### src/rtl/mod_counter_n.sv
// Purpose : parametrised modulo-N up/down counter with load, wrap/saturate, En prescaler and flags.
// Latency : 1 cycle; Q, Step, Tc and Ovf are registered, no combinational input-to-output path.
// Backpressure : none; En qualifies counting, the counter never stalls its inputs.
//
// Ports
//   Clk   rising-edge clock            Rst   async active-high reset
//   Clr   sync clear (highest prio)    Load  sync parallel load of D (clamped to MODULUS-1)
//   En    count enable                 Up    1 = increment, 0 = decrement
//   D     load value                   Sat   1 = saturate at boundary, 0 = wrap
//   Q     current count                Step  pulse: a count step was taken
//   Tc    pulse: step taken from the boundary value
//   Ovf   sticky: set by any boundary step, cleared by Clr/Rst
module mod_counter_n #(
  parameter int WIDTH    = 8,
  parameter int MODULUS  = 256,
  parameter int PRESCALE = 1
) (
  input  logic             Clk,
  input  logic             Rst,
  input  logic             Clr,
  input  logic             En,
  input  logic             Up,
  input  logic             Load,
  input  logic [WIDTH-1:0] D,
  input  logic             Sat,
  output logic [WIDTH-1:0] Q,
  output logic             Step,
  output logic             Tc,
  output logic             Ovf
);

  // Prescaler is at least one bit wide so PRESCALE=1 still has a legal vector.
  localparam int               PW    = (PRESCALE > 1) ? $clog2(PRESCALE) : 1;
  localparam logic [WIDTH-1:0] QMAX  = WIDTH'(MODULUS - 1);
  localparam logic [PW-1:0]    PLAST = PW'(PRESCALE - 1);

  logic [PW-1:0]    pcnt;
  logic             step_now;
  logic             at_bound;
  logic [WIDTH-1:0] q_step;
  logic [WIDTH-1:0] d_clamped;

  always_comb begin
    // With PRESCALE=1, PLAST is 0 and pcnt never leaves 0, so every En edge steps.
    step_now = En && (pcnt == PLAST);
    at_bound = Up ? (Q == QMAX) : (Q == '0);

    q_step = Q;
    if (Up) begin
      if (at_bound) q_step = Sat ? Q : '0;
      else          q_step = Q + WIDTH'(1);
    end else begin
      if (at_bound) q_step = Sat ? Q : QMAX;
      else          q_step = Q - WIDTH'(1);
    end

    // MODULUS <= 2**WIDTH, so D >= MODULUS is equivalent to D > QMAX at WIDTH bits.
    d_clamped = (D > QMAX) ? QMAX : D;
  end

  always_ff @(posedge Clk or posedge Rst) begin
    if (Rst) begin
      Q    <= '0;
      pcnt <= '0;
      Step <= 1'b0;
      Tc   <= 1'b0;
      Ovf  <= 1'b0;
    end else if (Clr) begin
      Q    <= '0;
      pcnt <= '0;
      Step <= 1'b0;
      Tc   <= 1'b0;
      Ovf  <= 1'b0;
    end else if (Load) begin
      // Load restarts the prescaler phase; Ovf is deliberately preserved.
      Q    <= d_clamped;
      pcnt <= '0;
      Step <= 1'b0;
      Tc   <= 1'b0;
    end else if (En) begin
      if (step_now) begin
        pcnt <= '0;
        Q    <= q_step;
        Step <= 1'b1;
        Tc   <= at_bound;
        if (at_bound) Ovf <= 1'b1;
      end else begin
        pcnt <= pcnt + PW'(1);
        Step <= 1'b0;
        Tc   <= 1'b0;
      end
    end else begin
      Step <= 1'b0;
      Tc   <= 1'b0;
    end
  end

endmodule
### config.mk
export PLATFORM = sky130hd
export DESIGN_NAME = mod_counter_n
export DESIGN_NICKNAME = d
export VERILOG_FILES = /design/src/rtl/mod_counter_n.sv
export SDC_FILE = /design/constraint.sdc
export NUM_CORES = 1
export LEC_CHECK = 0
export CORE_UTILIZATION = 25
export DETAILED_ROUTE_END_ITERATION = 8
export GPL_ROUTABILITY_DRIVEN = 0
export PLACE_DENSITY = 0.47
export SLEW_MARGIN = 20
export SYNTH_ARGS = -nofsm -noshare
export SYNTH_HDL_FRONTEND = slang
export SYNTH_SLANG_ARGS = --single-unit
### constraint.sdc
create_clock -name Clk -period 2 [get_ports Clk]
set_input_delay 0.4 -clock Clk [delete_from_list [all_inputs] [get_ports Clk]]
set_output_delay 0.4 -clock Clk [all_outputs]
set_load 0.02 [all_outputs]
## Word-level counts from Yosys, hierarchy flattened

Cells that the tools add are included.

- Reductions and logical operators: 9
- Bitwise operators: 1
- Eq/ne operators: 3
- Shift-type cells: 0
- Multiply operators: 0
- Divide/modulo/power cells: 0
- Order comparisons: 1
- Add/subtract/negate cells: 3
- Mux-type cells: 28

Operator list:

| kind | number |
|---|---|
| $mux W8 | 10 |
| $mux W1 | 18 |
| $add A8 B1 Y8 const B | 1 |
| $eq A8 B8 Y1 const B | 1 |
| $gt A8 B8 Y1 const B | 1 |
| $logic_not A8 Y1 | 1 |
| $sub A8 B1 Y8 const B | 1 |
| $reduce_bool A2 Y1 | 3 |
| $reduce_bool A3 Y1 | 2 |
| $ne A4 B4 Y1 const B | 1 |
| $reduce_and A4 Y1 | 1 |
| $reduce_and A3 Y1 | 1 |
| $ne A2 B2 Y1 const B | 1 |
| $add A1 B1 Y1 const B | 1 |
| $logic_and A1 B1 Y1 | 1 |
| $not A1 Y1 | 1 |

- Input bits: 15
- Memory bits (read-only): 0
- Bits in latches: 0
- Bits in registers: 12
- Word-level logic and storage cells: 50
- Output and inout bits: 11
- RAM bits: 0
- Memories kept: 0

## Depth between registers and ports, before layout

- Depth in word-level cells: 8
- Gate-level depth with buffers: 9
- Depth with buffers taken out: 7

## Worst setup path before layout

OpenSTA, ideal clock, no wires.

- Path type: reg-to-reg
- Start: reg Q[0]
- End: reg Q[7]
- Path slack: -0.228 ns
- Stages on the path, launching flop included: 10
- Path buffers: 2
- Clock period less this slack: 2.228 ns
- Setup time: 0.125 ns
- Required time: 1.875 ns
- Arrival time: 2.103 ns
- Path through: dfrtp_1 -> clkbuf_1 -> inv_1 -> ha_1 -> nor2b_1 -> and4_4 -> o211ai_4 -> and2_4 -> buf_6 -> mux2_4

- Cells in the longest elaborated chain, start to end: 8
- Elaborated cells between the ends (all ways): 14
- Those cells by class: add/sub: 2; eq/ne: 2; mux: 8; reduce/logical: 2

Ends and longest elaborated chain:

| element | line | text |
|---|---|---|
| start: declaration | 26 | `output logic [WIDTH-1:0] Q,` |
| start signal: assignment | 76 | `Q <= d_clamped;` |
| start signal: assignment | 83 | `Q <= q_step;` |
| parallel branches: the longest is 8 deep, another holds $sub A8 B1 Y8 | - |  |

Parallel ways; which one is timed is not known. The select of a mux whose other input is x is not followed.
A chain may end at the register's enable or synchronous reset.

## Worst setup path in the final report

- Start: reg Q[5]
- End: out Q[5]

No word-level cell between the ends.

==> results.py <==
metrics = {
    "timing": {
        "relSlewSlack": 0.672,
        "fin_skew_ps": 1.84,
        "setup_tns_ps": 0,
        "slew_viol_final": 0,
        "max_freq_ghz": 0.532,
        "rsz0062_at_grt": "no",
        "fin_crit_sh": 0.940,
        "fin_crit_ps": 1880,
        "tightest_slew_ps": 491,
        "hold_viol": 0,
        "setup_violations": 0,
    },
    "grt": {
        "grt_max_degree": 13,
        "met2_usage": 0.268,
        "grt_pass1_vias": 1006,
        "globalRouteOverflowTotal": 0,
        "grt_pass1_wl_um": 5100,
        "grt.busiest_layer": "met2",
        "grtUsageMet1": 0.200,
        "track_usage": 0.158,
        "antenna_found_initial": 0,
        "use_met3": 0.0434,
    },
    "setup_path": {
        "cp_slowest_cell": "clkdlybuf4s50_1",
        "cp_slowest_stage_delay_ps": 680,
        "crit_type": "flop to output port",
        "ff2ff_path_depth": 7,
        "path_delay_family": "buffers and inverters",
        "worst-path-buf-inv": 1,
        "worstSetupStartpointType": "flop",
        "path_max_fanout": 7,
        "reg2reg_slack_ps": 150,
        "cp-end-kind": "output port",
        "required_ps": 1600,
        "path_cells": "clkdlybuf4s50_1",
        "rr_startpoint": "Q[0]",
        "reg2reg_to": "Q[2]",
        "cp_data_arrival_time_ps": 1480,
    },
    "synthesis": {
        "yosys.area.top_type": "dfrtp_1",
        "synth_nets": 140,
        "synthDistinctLibCells": 40,
        "syn_area_um2": 1010,
        "yosysWarnings": 0,
        "synth_top_area_frac": 0.297,
        "netlist_instances": 122,
        "synthTopCellsByArea": "dfrtp_1 30%, a21oi_1 6.9%, a31oi_1 4.3%",
        "synth.most_common_cell": "a21oi_1",
        "syn_area_per_cell_um2": 8.29,
        "synth_edf_count": 0,
        "synthTopCellsByCount": "14 x a21oi_1, 12 x dfrtp_1, 9 x inv_1, 8 x nand2_1",
        "ys.flop_type": "dfrtp_1",
        "synth-seq-cells": 12,
        "async_reset_ff_frac": 1.00,
        "synth-seq-area-share": 0.297,
    },
    "floorplanning": {
        "die_width_um": 65.6,
        "fp.coreArea_um2": 3770,
        "ios": 26,
        "placementRows": 22,
        "die_h_um": 65.6,
        "start_util": 0.268,
        "die-area_um2": 4300,
    },
    "drt": {
        "first_iter_violations": 48,
        "vias": 1055,
        "drc_errors": 0,
        "wl_um": 3120,
        "wire_per_inst_um": 15.3,
        "drt_first_pass_iters": 4,
        "ant_nets": 0,
        "vias_per_cell": 5.17,
    },
    "placement": {
        "io_buffers": 25,
        "dp_hpwl_um": 2340,
        "dpl_cell_area_um2": 1400,
    },
    "cells_and_area": {
        "drive_above_1_share": 0.199,
        "finalNetCount": 175,
        "final_cell_area_um2": 1450,
        "area_growth_pct": 43.4,
        "diodes": 0,
    },
    "clock_network": {
        "clock_path_buffers": 2,
        "post_cts_resized": 0,
        "clkLatencyLatePin_ps": 240,
        "post-cts-setup-buffer-count": 0,
        "cts_buffers": 3,
        "ctsHoldBuffers": 0,
        "clockRootBuffer": "clkbuf_8",
        "path_clk_slew_ps": 60,
        "cts_sinks": 12,
        "htree_levels": 1,
        "cts_tree": "yes",
    },
    "run_status": {
        "outcome": "complete, no violations",
    },
    "power": {
        "ir_drop_mv": 0.280,
        "leakagePower_nw": 0.583,
        "cellPowerDensity_nw_per_um2": 646,
    },
    "run": {
        "max_cap_viol_count": 0,
    },
    "worst_hold_path": {
        "hold_path.class": "input pin to asynchronous set/reset pin",
    },
}
[report_power, final]
part           total [mW]  internal, mW  switching, mW
Clock               0.270         0.174         0.0961
Combinational       0.338         0.169          0.169
Sequential          0.329         0.266         0.0629
Total               0.937         0.609          0.328
[cell families after synthesis]
logic type                 synth area share
AOI/OAI and AO/OA                     0.291
xor gates and xnor gates             0.0260
adders and majority gates            0.0371
buffers and inverters                0.0792
DFF                                   0.297
muxes                                0.0247
and+or+nand+nor                       0.245
[final cells by class]
cell class,instances,area [µm²]
clock buffer,4,55.1
fill,386,2320
sequential,12,303
timing repair buffer,38,348
tap,48,60.1
inverter,9,33.8
multi-input combinational,93,651
[cells in the final DEF, fill, tap and decap left out, drive strengths merged, types with 6 or more instances in the layout]
cell           count
buf               13
a31oi              7
clkdlybuf4s50     25
nand2              8
o21ai              6
nor2               9
inv                9
a21oi             14
dfrtp             12
[through the flow]
stage          total power, mW   util  cells  hold slack (ps)  setup WS [ps]
6_report                 0.937  0.385    204              480            120
5_1_grt                   1.00  0.385    204              513           40.9
4_1_cts                  0.951  0.385    204              495            106
3_5_place_dp             0.672  0.370    200              469           37.8
3_3_place_gp             0.666  0.370    200              470           37.9
2_1_floorplan            0.537      -    122              265           12.5
[metal layers]
metal | wire length [µm] | vias up
li1 | - | 514
met1 | 1430 | 512
met2 | 1500 | 27
met3 | 173 | 2
met4 | 8 | 0
met5 | 0 | -
[state kept, by name, summed over array words and instances, names as in the netlist]
register / count
Q: 8
Step: 1
Tc: 1
Ovf: 1
pcnt: 1
[worst max path at each step]
stage               start   end  slack [ps]  depth (start not counted)
floorplan            Q[0]  Q[7]          10                          9
global placement       Up  Q[7]          40                          6
detailed placement     Up  Q[2]          40                          7
CTS                  Q[5]  Q[5]         110                          1
global route         Q[0]  Q[1]          40                          7
finish               Q[5]  Q[5]         120                          1
Power figures use the tool's default switching activity.
